[src/rtl/reorder_buffer_pkg.sv]
// Shared reorder-buffer / rename definitions.
// Holds the tag, register-address and data widths, the reserved "no tag" value and the
// layout of one reorder-buffer entry. The rename map table imports the same package, so
// NO_TAG must stay defined here and nowhere else.
package reorder_buffer_pkg;

    localparam int unsigned ROB_TAG_LEN  = 4;
    localparam int unsigned REG_ADDR_LEN = 5;
    localparam int unsigned XLEN         = 32;

    // All-ones tag marks "no producer in flight"; never handed out as a real entry.
    localparam logic [ROB_TAG_LEN-1:0] NO_TAG = '1;

    typedef struct packed {
        logic                    valid;
        logic                    done;
        logic [REG_ADDR_LEN-1:0] dest;
        logic [XLEN-1:0]         value;
    } rob_entry_t;

endpackage

[src/rtl/reorder_buffer.sv]
// Reorder buffer: circular queue of in-flight instructions, committed in program order.
//
// Ports
//   clk, reset                      rising-edge clock, synchronous active-high reset
//   dispatch_valid/_dest            rename stage asks for an entry for destination _dest
//   dispatch_ready, assign_rob_tag  an entry is free; the tag it will get (tail)
//   cdb_valid/_rob_tag/_value       completion broadcast, marks the tagged entry done
//   read_tag1/2, read_value1/2      operand reads of stored results (no CDB bypass)
//   return_flag                     head entry commits this cycle
//   reg_addr_from_rob               head destination register
//   rob_tag_from_rob                head tag
//   commit_value                    head result
//   flush                           squash every in-flight entry
//   count                           number of occupied entries
//
// Width parameters must match reorder_buffer_pkg, since entries use the shared
// rob_entry_t layout.
module reorder_buffer #(
    parameter int unsigned ROB_TAG_LEN  = reorder_buffer_pkg::ROB_TAG_LEN,
    parameter int unsigned ROB_SIZE     = 2 ** ROB_TAG_LEN - 1,
    parameter int unsigned REG_ADDR_LEN = reorder_buffer_pkg::REG_ADDR_LEN,
    parameter int unsigned XLEN         = reorder_buffer_pkg::XLEN
) (
    input  logic                    clk,
    input  logic                    reset,
    input  logic                    dispatch_valid,
    input  logic [REG_ADDR_LEN-1:0] dispatch_dest,
    output logic                    dispatch_ready,
    output logic [ROB_TAG_LEN-1:0]  assign_rob_tag,
    input  logic                    cdb_valid,
    input  logic [ROB_TAG_LEN-1:0]  cdb_rob_tag,
    input  logic [XLEN-1:0]         cdb_value,
    input  logic [ROB_TAG_LEN-1:0]  read_tag1,
    input  logic [ROB_TAG_LEN-1:0]  read_tag2,
    output logic [XLEN-1:0]         read_value1,
    output logic [XLEN-1:0]         read_value2,
    output logic                    return_flag,
    output logic [REG_ADDR_LEN-1:0] reg_addr_from_rob,
    output logic [ROB_TAG_LEN-1:0]  rob_tag_from_rob,
    output logic [XLEN-1:0]         commit_value,
    input  logic                    flush,
    output logic [ROB_TAG_LEN-1:0]  count
);

    import reorder_buffer_pkg::*;

    localparam logic [ROB_TAG_LEN-1:0] LAST_TAG = ROB_TAG_LEN'(ROB_SIZE - 1);
    localparam logic [ROB_TAG_LEN-1:0] FULL_CNT = ROB_TAG_LEN'(ROB_SIZE);

    // Pointers wrap at ROB_SIZE-1, so they never reach the reserved all-ones tag.
    function automatic logic [ROB_TAG_LEN-1:0] ptr_inc(input logic [ROB_TAG_LEN-1:0] ptr);
        return (ptr == LAST_TAG) ? '0 : ptr + 1'b1;
    endfunction

    rob_entry_t                r_entries [ROB_SIZE];
    logic [ROB_TAG_LEN-1:0]    r_head;
    logic [ROB_TAG_LEN-1:0]    r_tail;
    logic [ROB_TAG_LEN-1:0]    r_count;

    logic w_dispatch_fire;
    logic w_commit;
    logic w_cdb_hit;

    // Readiness looks at current occupancy only: a slot freed by this cycle's commit
    // is not reusable until the next cycle.
    assign dispatch_ready  = (r_count != FULL_CNT) && !flush;
    assign w_dispatch_fire = dispatch_valid && dispatch_ready;
    assign assign_rob_tag  = r_tail;

    // Head done bit is registered, so a CDB write to the head commits a cycle later.
    assign w_commit    = r_entries[r_head].valid && r_entries[r_head].done && !flush;
    assign return_flag = w_commit;

    assign reg_addr_from_rob = r_entries[r_head].dest;
    assign rob_tag_from_rob  = r_head;
    assign commit_value      = r_entries[r_head].value;

    assign w_cdb_hit = cdb_valid && (cdb_rob_tag != NO_TAG) && (cdb_rob_tag < FULL_CNT)
                       && r_entries[cdb_rob_tag].valid;

    assign read_value1 = (read_tag1 < FULL_CNT) ? r_entries[read_tag1].value : '0;
    assign read_value2 = (read_tag2 < FULL_CNT) ? r_entries[read_tag2].value : '0;
    assign count       = r_count;

    always_ff @(posedge clk) begin
        if (reset) begin
            r_head  <= '0;
            r_tail  <= '0;
            r_count <= '0;
            for (int i = 0; i < int'(ROB_SIZE); i++) begin
                r_entries[i] <= '0;
            end
        end else if (flush) begin
            // Squash only the status bits; stale dest/value are harmless once invalid.
            r_head  <= '0;
            r_tail  <= '0;
            r_count <= '0;
            for (int i = 0; i < int'(ROB_SIZE); i++) begin
                r_entries[i].valid <= 1'b0;
                r_entries[i].done  <= 1'b0;
            end
        end else begin
            if (w_cdb_hit) begin
                r_entries[cdb_rob_tag].done  <= 1'b1;
                r_entries[cdb_rob_tag].value <= cdb_value;
            end
            if (w_commit) begin
                r_entries[r_head].valid <= 1'b0;
                r_head                  <= ptr_inc(r_head);
            end
            // Tail is never the committing head here: dispatch needs a free slot,
            // commit needs an occupied one.
            if (w_dispatch_fire) begin
                r_entries[r_tail].valid <= 1'b1;
                r_entries[r_tail].done  <= 1'b0;
                r_entries[r_tail].dest  <= dispatch_dest;
                r_tail                  <= ptr_inc(r_tail);
            end
            case ({w_dispatch_fire, w_commit})
                2'b10:   r_count <= r_count + 1'b1;
                2'b01:   r_count <= r_count - 1'b1;
                default: r_count <= r_count;
            endcase
        end
    end

endmodule

[config.mk]
export PLATFORM = sky130hd
export DESIGN_NAME = reorder_buffer
export DESIGN_NICKNAME = d
export VERILOG_FILES = /design/src/rtl/reorder_buffer_pkg.sv /design/src/rtl/reorder_buffer.sv
export SDC_FILE = /design/constraint.sdc
export NUM_CORES = 1
export LEC_CHECK = 0
export ABC_CLOCK_PERIOD_IN_PS = 4850
export BUFFER_PORTS_ARGS = -buffer_cell sky130_fd_sc_hd__buf_2
export CAP_MARGIN = 5
export CORE_MARGIN = 5
export CORE_UTILIZATION = 55
export DETAILED_ROUTE_END_ITERATION = 8
export PLACE_DENSITY = 0.73
export SYNTH_ARGS = -nofsm -noshare
export SYNTH_HDL_FRONTEND = slang
export SYNTH_SLANG_ARGS = --single-unit
[constraint.sdc]
create_clock -name clk -period 4.85 [get_ports clk]
set_input_delay 1.455 -clock clk [delete_from_list [all_inputs] [get_ports clk]]
set_output_delay 1.455 -clock clk [all_outputs]
set_load 0.05 [all_outputs]
==> metrics.md <==
| Metric | Value |
|---|---|
| DR vias/cell | `6.90` |
| Setup TNS | `0 ps` |
| First-pass GRT wire length | `159,000 um` |
| Critical Path RT | `3390 ps` |
| Cell mode on critical path | `mux4_2` |
| DRT Wirelength | `109,000 um` |
| Vias in the first global route | `23,900` |
| Post-DRT Antenna Nets | `0` |
| Area Growth Syn to Fin | `13.6%` |
| Hold Path Origin | `r_entries[15][37]$_SDFF_PP0_` |
| # fillers | `4,684` |
| Post-Route Skew | `16.3 ps` |
| Top_reg_cell synth | `edfxtp_1` |
| Final setup vio count | `0` |
| GRT Total Usage | `30.6%` |
| CTS tree | `yes` |
| CP max stage cell | `mux4_2` |
| GR Util met2 | `49.6%` |
| Post-synth EDFFs | `592` |
| Pin count of the biggest net entering global routing | `67` |
| Synth Register Bits | `640` |
| CP Class | `input pin to output port` |
| Routing usage on met1 | `39.4%` |
| GRT met3 Usage | `9.28%` |
| Starting Density | `55.5%` |
| Port bufs | `168` |
| Dpl ws | `-67.4 ps` |
| Final Wtd Congestion | `0.848` |
| Antenna violations before repair | `7` |
| Post-route DRC | `0` |
| Ports | `169` |
| Slew HR | `24.6%` |
| Final period utilization | `99.7%` |
| Layout cells sized above 1 | `38.9%` |
| Die Y | `268 um` |
| YS warnings | `0` |
| Status | `finished clean` |
| GRT Residual Overflow | `0` |
| DRT iter0 DRCs | `2,974` |
| CTS Buffer Depth | `3` |
| Syn Inst Count | `2,247` |
| Routed via count | `23,000` |
| Die ar. | `0.0717 sq mm` |
| Fmax | `0.207 GHz` |
| DP HPWL | `64,900 um` |
| Synthesized cell area | `0.0366 sq mm` |
| Arrival time worst endpoint | `3380 ps` |
| Clk pin slew, worst setup/hold paths | `60 ps` |
| Peak supply drop | `0.224 mV` |
| Hold WC Path Type | `register to register` |
| Slowest stage delay, CP | `550 ps` |
| # clock sinks | `640` |
| Grt peak-use layer | `met2` |
| Tmin final | `4830 ps` |
| Syn avg cell area | `16.3 sq um` |
| Post-Place Cells | `3,208` |
| Slew Viols, Final | `0` |
| Netlist cell types | `59` |
| Pleak | `0.0148 uW` |
| Clock latency on the worst-skew pair | `610 ps` |
| RSZ-0062 raised after global routing | `yes` |
| Placed cell areas | `0.0391 sq mm` |
| Final worst slack | `15.4 ps` |
| Die width | `268 um` |
| Worst setup SP type | `input pin` |
| Worst-path maximum fanout | `17` |
| # H-tree levels | `3` |
| Avg WL per Cell | `32.8 um` |
| Post-layout net count | `2,478` |
| Final Power | `13,400 uW` |
| Post-synth ARST share | `0%` |
| Finished Layout Cells | `3,340` |
| Worst Setup SP | `read_tag2[0]` |
| Num CTS Buffers | `71` |
| Post-route cell area | `0.0415 sq mm` |
| Hold Vio Cnt, Final | `0` |
| Row cnt | `94` |
| Seq/Total Area, Yosys | `51.3%` |
| Root Buffer Master | `clkbuf_16` |
| PwrDens | `322 mW/mm^2` |
| CP Capture Type | `output port` |
| TritonRoute pass-1 iters | `5` |
| Core ar. | `0.0659 sq mm` |
| Maxcap violations | `0` |
| Slew @ Worst Pin | `1130 ps` |
| Worst path cell trace | `clkbuf_16 -> buf_16 -> mux4_2 -> mux4_2 -> nor2b_1 -> buf_2` |
## sequential cells by signal, summed over array words and instances (netlist names), named ones only
signal / count
assign_rob_tag: 4
rob_tag_from_rob: 4
count: 4
r_entries: 624
## stage by stage
step                      hold WS, ps  utilization (%)
after global placement            463             59.3
final                             476             63.0
after detailed placement          462             59.3
after CTS                         473             62.8
after global routing              501             63.0
after floorplan                   439                -
## per-layer routing
layer	wire length [um]	vias up	share of wire [%]
li1	-	9287	-
met1	37400	11800	34
met3	13400	310	12
met4	4530	4	4.1
met2	54000	1663	49
met5	111	-	0.10
## synthesized netlist by cell type (2+ instances only)
cell type / number / share of area, %
a21oi_1: 33 / 0.45
a311oi_1: 2 / 0.048
a31o_1: 5 / 0.12
a31o_2: 7 / 0.17
and2_1: 555 / 9.5
and3_1: 3 / 0.051
and3b_1: 4 / 0.096
and4_1: 3 / 0.072
buf_1: 17 / 0.17
buf_2: 46 / 0.63
buf_4: 5 / 0.10
buf_6: 4 / 0.12
clkbuf_1: 149 / 1.5
dfxtp_1: 48 / 2.6
edfxtp_1: 592 / 49
ha_1: 3 / 0.10
inv_1: 4 / 0.041
mux4_2: 508 / 31
nand2_1: 14 / 0.14
nand2b_1: 6 / 0.10
nand3_1: 12 / 0.16
nand3b_1: 3 / 0.062
nand4_1: 4 / 0.068
nand4b_1: 5 / 0.12
nor2_1: 51 / 0.52
nor2b_1: 67 / 1.1
nor3_1: 17 / 0.23
nor3_2: 2 / 0.055
nor3b_1: 2 / 0.041
nor4_1: 2 / 0.034
o211ai_1: 3 / 0.062
o21ai_0: 6 / 0.082
or2_2: 31 / 0.53
or3_1: 2 / 0.034
or4_1: 7 / 0.14
xor2_1: 2 / 0.048
## power by group
group | internal (uW) | switching (uW) | leakage (uW) | total (uW)
sequential | 6200 | 129 | 0.00648 | 6330
combinational | 649 | 940 | 0.00719 | 1590
clock | 3260 | 2190 | 0.00111 | 5450
total | 10100 | 3260 | 0.0148 | 13400
## critical path: cells and delay by family
kind	cells	cell delay, ps
buffers and inverters	3	650
muxes	2	1070
and+or+nand+nor	1	160
## repair_timing
action / 4_1_cts / 5_1_grt
hold buffers: 0 / 0
setup buffers: 0 / 2
resized for setup: 1 / 11
cloned: 0 / 1
setup endpoints to repair: 15 / 21
## logic make-up after synthesis
group / Yosys count / synth area share, %
adder cells (fa/ha/maj): 4 / 0.157
multiplexers: 509 / 31.3
AO/OA/AOI/OAI: 68 / 1.26
AND/OR/NAND/NOR: 796 / 13.3
buffers and inverters: 226 / 2.62
XOR/XNOR: 3 / 0.0719
flip-flops: 640 / 51.3
other: 1 / 0.0103
## path summary, 6_finish.rpt
kind / end / slack (ps) / depth (start not counted)
worst max-delay path: read_value2[29] / 20 / 6
worst min-delay path: r_entries[15][37]$_SDFF_PP0_ / 480 / 1
worst max register to register: count[3]$_SDFFE_PP0P_ / 1060 / 13
worst min register to register: r_entries[15][37]$_SDFF_PP0_ / 480 / 1
## cells in the final DEF (no fill, tap or decap), types with 4 or more instances in the layout
| cell | n |
|---|---|
| a21oi_1 | 33 |
| a31o_1 | 5 |
| a31o_2 | 7 |
| and2_1 | 555 |
| and3b_1 | 4 |
| buf_12 | 27 |
| buf_16 | 5 |
| buf_2 | 162 |
| buf_4 | 91 |
| bufinv_16 | 9 |
| clkbuf_1 | 17 |
| clkbuf_16 | 75 |
| clkinv_1 | 11 |
| clkinv_2 | 7 |
| conb_1 | 32 |
| dfxtp_1 | 45 |
| diode_2 | 5 |
| edfxtp_1 | 592 |
| mux4_2 | 508 |
| nand2_1 | 14 |
| nand2b_1 | 6 |
| nand3_1 | 12 |
| nand4_1 | 4 |
| nand4b_1 | 5 |
| nor2_1 | 45 |
| nor2_4 | 6 |
| nor2b_1 | 67 |
| nor3_1 | 11 |
| nor3_2 | 8 |
| o21ai_0 | 6 |
| or2_2 | 31 |
| or4_1 | 7 |
## area by class of cell
| cell class | count | area, sq um | area share, % |
|---|---|---|---|
| antenna | 5 | 12.5 | 0.0301 |
| inverter | 4 | 16.3 | 0.0392 |
| multi-input combinational | 1412 | 17100 | 41.2 |
| sequential | 640 | 18700 | 45.2 |
| clock inverter | 32 | 390 | 0.940 |
| clock buffer | 92 | 1920 | 4.62 |
| timing repair buffer | 291 | 2260 | 5.45 |
| tap | 864 | 1080 | 2.60 |
Power figures use the tool's default switching activity.
